### src/rtl/rv_muldiv_unit.sv
// rtl/rv_muldiv_unit.sv - iterative RV32M-style multiply/divide unit, one bit per cycle
module rv_muldiv_unit #(
  parameter int XLEN = 32
) (
  input  logic            clk,
  input  logic            reset,
  input  logic            start,
  input  logic [2:0]      op,
  input  logic [XLEN-1:0] a,
  input  logic [XLEN-1:0] b,
  output logic            busy,
  output logic            done,
  output logic [XLEN-1:0] result
);

  localparam int CW = $clog2(XLEN);

  localparam logic [2:0] OP_MUL    = 3'b000;
  localparam logic [2:0] OP_MULH   = 3'b001;
  localparam logic [2:0] OP_MULHSU = 3'b010;
  localparam logic [2:0] OP_MULHU  = 3'b011;
  localparam logic [2:0] OP_DIV    = 3'b100;
  localparam logic [2:0] OP_DIVU   = 3'b101;
  localparam logic [2:0] OP_REM    = 3'b110;
  localparam logic [2:0] OP_REMU   = 3'b111;

  typedef enum logic [1:0] {
    S_IDLE = 2'd0,
    S_CALC = 2'd1,
    S_FIN  = 2'd2
  } state_t;

  // Architectural state
  state_t              state_q;
  logic [2:0]          op_q;
  logic                sign_a_q;
  logic                sign_b_q;
  // opa_q: multiplicand magnitude (mul only)
  logic [XLEN-1:0]     opa_q;
  // opb_q: multiplier magnitude, shifted right each step (mul) / divisor magnitude, static (div)
  logic [XLEN-1:0]     opb_q;
  // acc_q: 2*XLEN product accumulator (mul) / {partial remainder, quotient} (div)
  logic [2*XLEN-1:0]   acc_q;
  logic [CW-1:0]       cnt_q;
  logic                busy_q;
  logic                done_q;
  logic [XLEN-1:0]     result_q;

  // Operand conditioning at accept time
  logic                a_signed;
  logic                b_signed;
  logic                sign_a_d;
  logic                sign_b_d;
  logic [XLEN-1:0]     mag_a_d;
  logic [XLEN-1:0]     mag_b_d;

  // Per-step datapath
  logic [XLEN-1:0]     mul_addend;
  logic [XLEN:0]       mul_sum;
  logic [2*XLEN-1:0]   mul_acc_d;
  logic [XLEN:0]       div_shift;
  logic [XLEN:0]       div_diff;
  logic                div_ge;
  logic [XLEN-1:0]     div_rem_d;
  logic [XLEN-1:0]     div_quo_d;
  logic [2*XLEN-1:0]   div_acc_d;

  // Final sign correction and selection
  logic [2*XLEN-1:0]   prod_fix;
  logic [XLEN-1:0]     quo_fix;
  logic [XLEN-1:0]     rem_fix;
  logic                quo_neg;
  logic [XLEN-1:0]     result_d;

  // Decide per op which operands are signed, then split them into sign and magnitude
  always_comb begin
    a_signed = 1'b0;
    b_signed = 1'b0;
    case (op)
      OP_MUL, OP_MULH, OP_DIV, OP_REM: begin
        a_signed = 1'b1;
        b_signed = 1'b1;
      end
      OP_MULHSU: begin
        a_signed = 1'b1;
      end
      default: begin
        a_signed = 1'b0;
        b_signed = 1'b0;
      end
    endcase
    sign_a_d = a_signed & a[XLEN-1];
    sign_b_d = b_signed & b[XLEN-1];
    // The most negative value maps onto itself, which is the correct unsigned magnitude
    mag_a_d  = sign_a_d ? -a : a;
    mag_b_d  = sign_b_d ? -b : b;
  end

  // One shift-add multiply step: conditionally add into the upper half, shift the whole accumulator right
  always_comb begin
    mul_addend = opb_q[0] ? opa_q : '0;
    mul_sum    = {1'b0, acc_q[2*XLEN-1:XLEN]} + {1'b0, mul_addend};
    mul_acc_d  = {mul_sum, acc_q[XLEN-1:1]};
  end

  // One restoring divide step: shift {rem, quo} left, trial-subtract, keep if non-negative
  always_comb begin
    div_shift = {acc_q[2*XLEN-1:XLEN], acc_q[XLEN-1]};
    div_diff  = div_shift - {1'b0, opb_q};
    // |difference| stays below 2^XLEN, so bit XLEN is a true sign bit
    div_ge    = ~div_diff[XLEN];
    div_rem_d = div_ge ? div_diff[XLEN-1:0] : div_shift[XLEN-1:0];
    div_quo_d = {acc_q[XLEN-2:0], div_ge};
    div_acc_d = {div_rem_d, div_quo_d};
  end

  // Sign-correct the unsigned core result and pick the half the op asks for
  always_comb begin
    prod_fix = (sign_a_q ^ sign_b_q) ? -acc_q : acc_q;
    // Divide-by-zero keeps the all-ones quotient by never negating it
    quo_neg  = (sign_a_q ^ sign_b_q) && (opb_q != '0);
    quo_fix  = quo_neg ? -acc_q[XLEN-1:0] : acc_q[XLEN-1:0];
    rem_fix  = sign_a_q ? -acc_q[2*XLEN-1:XLEN] : acc_q[2*XLEN-1:XLEN];
    result_d = '0;
    case (op_q)
      OP_MUL:                       result_d = prod_fix[XLEN-1:0];
      OP_MULH, OP_MULHSU, OP_MULHU: result_d = prod_fix[2*XLEN-1:XLEN];
      OP_DIV, OP_DIVU:              result_d = quo_fix;
      OP_REM, OP_REMU:              result_d = rem_fix;
      default:                      result_d = '0;
    endcase
  end

  // Control FSM and datapath registers: IDLE -> CALC (XLEN steps) -> FIN -> IDLE with done
  always_ff @(posedge clk) begin
    if (reset) begin
      state_q  <= S_IDLE;
      op_q     <= '0;
      sign_a_q <= 1'b0;
      sign_b_q <= 1'b0;
      opa_q    <= '0;
      opb_q    <= '0;
      acc_q    <= '0;
      cnt_q    <= '0;
      busy_q   <= 1'b0;
      done_q   <= 1'b0;
      result_q <= '0;
    end else begin
      case (state_q)
        S_IDLE: begin
          done_q <= 1'b0;
          if (start) begin
            op_q     <= op;
            sign_a_q <= sign_a_d;
            sign_b_q <= sign_b_d;
            opa_q    <= mag_a_d;
            opb_q    <= mag_b_d;
            // Divide starts with a cleared remainder and the dividend in the quotient half
            acc_q    <= op[2] ? {{XLEN{1'b0}}, mag_a_d} : '0;
            cnt_q    <= CW'(XLEN - 1);
            busy_q   <= 1'b1;
            state_q  <= S_CALC;
          end
        end
        S_CALC: begin
          if (op_q[2]) begin
            acc_q <= div_acc_d;
          end else begin
            acc_q <= mul_acc_d;
            opb_q <= opb_q >> 1;
          end
          if (cnt_q == '0) begin
            state_q <= S_FIN;
          end else begin
            cnt_q <= cnt_q - CW'(1);
          end
        end
        S_FIN: begin
          result_q <= result_d;
          busy_q   <= 1'b0;
          done_q   <= 1'b1;
          state_q  <= S_IDLE;
        end
        default: begin
          busy_q  <= 1'b0;
          done_q  <= 1'b0;
          state_q <= S_IDLE;
        end
      endcase
    end
  end

  assign busy   = busy_q;
  assign done   = done_q;
  assign result = result_q;

endmodule

### config.mk
export PLATFORM = sky130hd
export DESIGN_NAME = rv_muldiv_unit
export DESIGN_NICKNAME = d
export VERILOG_FILES = /design/src/rtl/rv_muldiv_unit.sv
export SDC_FILE = /design/constraint.sdc
export NUM_CORES = 1
export LEC_CHECK = 0
export CORE_UTILIZATION = 50
export CTS_CLUSTER_SIZE = 40
export DETAILED_ROUTE_END_ITERATION = 8
export PLACE_DENSITY = 0.77
export SKIP_LAST_GASP = 1
export SYNTH_ARGS = -nofsm -noshare
export SYNTH_HDL_FRONTEND = slang
export SYNTH_SLANG_ARGS = --single-unit
### constraint.sdc
create_clock -name clk -period 10.95 [get_ports clk]
set_clock_uncertainty 0.2 [all_clocks]
set_input_delay 1.095 -clock clk [delete_from_list [all_inputs] [get_ports clk]]
set_output_delay 1.095 -clock clk [all_outputs]
set_load 0.02 [all_outputs]
* Word-level counts from Yosys, hierarchy flattened
Cells that the tools add are included.
Word-level totals: register bits after elaboration 174, input port bits 70, output and inout port bits 34, word-level logic and storage cells 85
Cells by class: add/sub/neg operators 8, equality and inequality tests 17, multiplexer cells 26, bitwise operators 5, reduce and logical (&&, ||, !) cells 18
Operators with widths (number):
- $mux W32 | 9
- $mux W64 | 3
- $neg A32 Y32 | 4
- $pmux W32 S4 | 1
- $pmux W64 S2 | 1
- $neg A64 Y64 | 1
- $pmux W32 S2 | 1
- $add A32 B32 Y33 | 1
- $sub A33 B32 Y33 | 1
- $reduce_bool A32 Y1 | 1
- $eq A3 B3 Y1 const B | 6
- $mux W5 | 2
- $pmux W5 S2 | 1
- $eq A3 B2 Y1 const B | 3
- $ne A2 B2 Y1 const B | 4
- $reduce_and A2 Y1 | 4
- $eq A3 B1 Y1 const B | 2
- $logic_not A3 Y1 | 2
- $reduce_and A3 Y1 | 2
- $logic_not A5 Y1 | 1
- $reduce_or A5 Y1 | 1
- $sub A5 B1 Y5 const B | 1
- $mux W2 | 2
- $pmux W1 S2 | 2
- 13 further kinds | 18

* Logic depth before layout (Yosys ltp)
word-level depth 8, depth in mapped cells 14, gate-level depth less buffers 13

* Worst setup path after synthesis
No wires, ideal clock.
kind in2reg, start in a[5], end reg acc_q[29], data arrival time 3462 ps, data required time 10680 ps, setup slack 7217 ps, stages on the path 9, path through or4_1 -> or4_1 -> nor4_2 -> nand3_1 -> o31a_1 -> xnor2_1 -> o22ai_1 -> nand2_1 -> a21oi_1
Between the ends: longest elaborated chain between the ends 5
Ends and longest elaborated chain:
- start: declaration | RTL line 9 | input logic [XLEN-1:0] a,
- $neg A32 Y32 | RTL line 95 | mag_a_d = sign_a_d ? -a : a;
- $mux W32 | RTL line 95
- $mux W32 | RTL line 159 | acc_q <= op[2] ? {{XLEN{1'b0}}, mag_a_d} : '0;
- $mux W64 | RTL line 152 | if (start) begin
- $pmux W64 S2 | RTL line 149 | case (state_q)
- end signal: assignment | RTL line 159
- end signal: assignment | RTL line 167 | acc_q <= div_acc_d;
- end signal: assignment | RTL line 169 | acc_q <= mul_acc_d;
- end: declaration | RTL line 43 | logic [2*XLEN-1:0] acc_q;
No other way between the ends. The select of a mux whose other input is x is not followed. A chain may end at the register's enable or synchronous reset.

* Worst setup path in the final report
start reg opb_q[0], end reg acc_q[35]
Between the ends: longest elaborated chain between the ends 4, elaborated cells on any way between the ends 6, those cells by class add/sub: 2; mux: 4
Ends and longest elaborated chain:
- start: declaration | RTL line 41 | logic [XLEN-1:0] opb_q;
- start signal: assignment | RTL line 157 | opb_q <= mag_b_d;
- start signal: assignment | RTL line 170 | opb_q <= opb_q >> 1;
- $sub A33 B32 Y33 / $mux W32 (equally long branches) | RTL line 109, 101
- $mux W32 / $add A32 B32 Y33 (equally long branches) | RTL line 112, 102
- $mux W64 (*) | RTL line 166 | if (op_q[2]) begin
- $pmux W64 S2 (*) | RTL line 149
Mark *: on every way between the ends. The rest lies on a longest branch, timed or not.

==> flow_metrics.tcl <==
set metrics [dict create \
    port_buffers 103 \
    grt_overflow_total 0 \
    ant_nets 0 \
    vias 16200 \
    end_kind "register" \
    drive_above_1_share_pct 4.13 \
    clock_latency_ns 0.46 \
    synth_area_leaders "dfxtp_1 23%, nor2_1 6.5%, xnor2_1 6.1%" \
    preCtsSetupSlack_ns 6.37 \
    avgSynthCellArea_um2 7.26 \
    viasPerCell 6.49 \
    placed_cells 2465 \
    syn_area_um2 15300 \
    routedWlPerCell_um 21.9 \
    required_ns 11.14 \
    netlist_instances 2112 \
    grt_max_degree 96 \
    worstMarginPinSlew_ns 1.24 \
    drv_cap 0 \
    ir_worst_vdd_mv 0.123 \
    dr.pass1.iters 6 \
    power_density_nw_per_um2 133 \
    synth-edff-count 0 \
    async_flop_share_pct 0 \
    ctsLongestPathBuffers 2 \
    setup_viol 0 \
    setup_slack_ns 6.34 \
    clkSinkCount 174 \
    post-cts-setup-buffers 0 \
    yosysSeqAreaShare_pct 22.7 \
    arrival_ns 4.80 \
    ctsHtreeMaxLevel 4 \
    grt_first_pass_wirelength_mm 84.9 \
    maxUsedRoutingLayer "met4" \
    die-width_um 177 \
    first_iter_violations 1871 \
    min_period_over_period_pct 42.1 \
    synth_top_cell_by_area "dfxtp_1" \
    io_pins 104 \
    crit_path_start_kind "register" \
    fin_nets 2236 \
    finalWirelength_mm 54.7 \
    synth_top_area_share_pct 22.7 \
    tns_ns 0 \
    status "complete, no violations" \
    areaGrowthSynthToFinish_pct 11.1 \
    cts_tree "yes" \
    leakage_nw 6.49 \
    final_hold_viol_count 0 \
    mostFrequentLayoutCells "265 x nor2_1, 173 x dfxtp_1, 167 x nand2_1" \
    cts-root-buf "clkbuf_16" \
    slew_violations 0 \
    initial_core_util_pct 51.4 \
    final_cells 2497 \
    yosys_most_used_dff "dfxtp_1" \
    cts_hold_buf 0 \
    synth-seq-cells 174 \
    cts-buffers-inserted 17 \
    synth_fp_nets 2254 \
    die_h_um 177 \
    route.detailed.drc 0 \
    row_count 63 \
    crit_fanout 37 \
    clk_pin_slew_ns 0.08 \
    dr_wl_met2_mm 23.7 \
    dieArea_um2 31400 \
    yosysUniqueCellTypes 72 \
    track_usage_pct 34.9 \
    slew_headroom_pct 17.3 \
    dpl.hpwl_mm 41.0 \
    wl_met1_mm 23.6 \
    wl_met3_mm 5.51 \
    cts_resized 0 \
    finalCriticalPeriod_ns 4.61 \
    antenna_found_initial 0 \
    place_congestion 0.987 \
    ys_warn_count 0 \
    core_area_um2 29900 \
    path_class "reg2reg" \
    fmax_ghz 0.217 \
    n_antenna_cell 0 \
    grt_setup_unrepaired "no" \
    layout_commonest_cell "nor2_1" \
    grt_pass1_vias 15100 \
    hold_path.class "reg2reg" \
]
area by class of cell:
type | count | area [um^2]
clock buffer | 17 | 425
sequential | 174 | 3480
clock inverter | 15 | 190
multi-input combinational | 1717 | 11100
inverter | 62 | 233
tap | 390 | 488
fill | 2821 | 12800
timing repair buffer | 122 | 1170
worst max-delay path, stage by stage, from the launching register on:
cell and delay [ns]:
dfxtp_1 0.91, ha_1 0.34, fa_1 0.25, nor2b_1 0.07
o31a_1 0.27, o21ai_0 0.53, a211oi_1 0.24, nor4_1 0.31
nor2_1 0.18, xor2_4 0.14, buf_4 0.48, mux2_2 0.40
o21ai_0 0.18
sequential cells by signal, summed over array words and instances (netlist names):
name      count
busy          1
opb_q        32
opa_q        32
cnt_q         5
state_q       2
sign_b_q      1
done          1
result       32
acc_q        64
op_q          3
sign_a_q      1
kinds of logic (layout without fill, tap and decap cells):
| family | after synthesis | count (layout) | synth area share [%] |
|---|---|---|---|
| XOR/XNOR | 204 | 204 | 11.6 |
| multiplexers | 65 | 65 | 4.27 |
| buffers and inverters | 221 | 216 | 5.56 |
| AO/OA/AOI/OAI | 656 | 656 | 27.7 |
| adder cells (fa/ha/maj) | 72 | 72 | 5.97 |
| flip-flops | 174 | 174 | 22.7 |
| AND/OR/NAND/NOR | 720 | 720 | 22.2 |
worst paths after layout:
check                   from         end  slack, ns  depth (start not counted)
setup reg to reg    opb_q[0]   acc_q[35]       6.34                         12
hold / removal    result[21]  result[21]       0.26                          2
hold reg to reg   result[21]  result[21]       0.26                          2
setup / recovery    opb_q[0]   acc_q[35]       6.34                         12
per-layer routing:
| layer | vias up | track usage, % |
|---|---|---|
| met5 | - | 0 |
| met4 | 0 | 13.2 |
| met3 | 143 | 7.47 |
| met2 | 802 | 53.2 |
| met1 | 7626 | 47.8 |
| li1 | 7637 | - |
synthesized netlist by cell type (all sizes together) (11+ instances only):
cell type and instances:
or4 18, nand3 26, xnor2 107, or2 11, o21a 12, buf 20
a31oi 23, nand2b 22, nor2b 13, a21o 23, and3 12, o221ai 45
nor2 267, o31ai 21, nor4 23, and2 38, xor2 97, o211ai 20
o21ai 164, nand2 167, clkbuf 139, a21oi 166, nor3 59, or3 24
inv 61, a211oi 64, nand4 18, dfxtp 174, ha 70, a22oi 22
a2111oi 16, mux2i 61
power by group:
group          switching [mW]  internal, mW  total [mW]
registers               0.107         0.691       0.798
logic                   0.509         0.322       0.832
clock network           0.322         0.311       0.634
total                   0.939          1.32        2.26
stage by stage:
step / utilization, % / total power [mW] / instance area, um^2 / hold slack [ns]
2_1_floorplan: - / 1.37 / 15300 / 0.232
3_3_place_gp: 55.0 / 1.60 / 16400 / 0.238
4_1_cts: 57.1 / 2.24 / 17000 / 0.251
6_report: 57.1 / 2.26 / 17000 / 0.258
5_1_grt: 57.1 / 2.38 / 17000 / 0.276
3_5_place_dp: 55.0 / 1.62 / 16400 / 0.238
No activity file was read; power rests on OpenSTA's default activity.
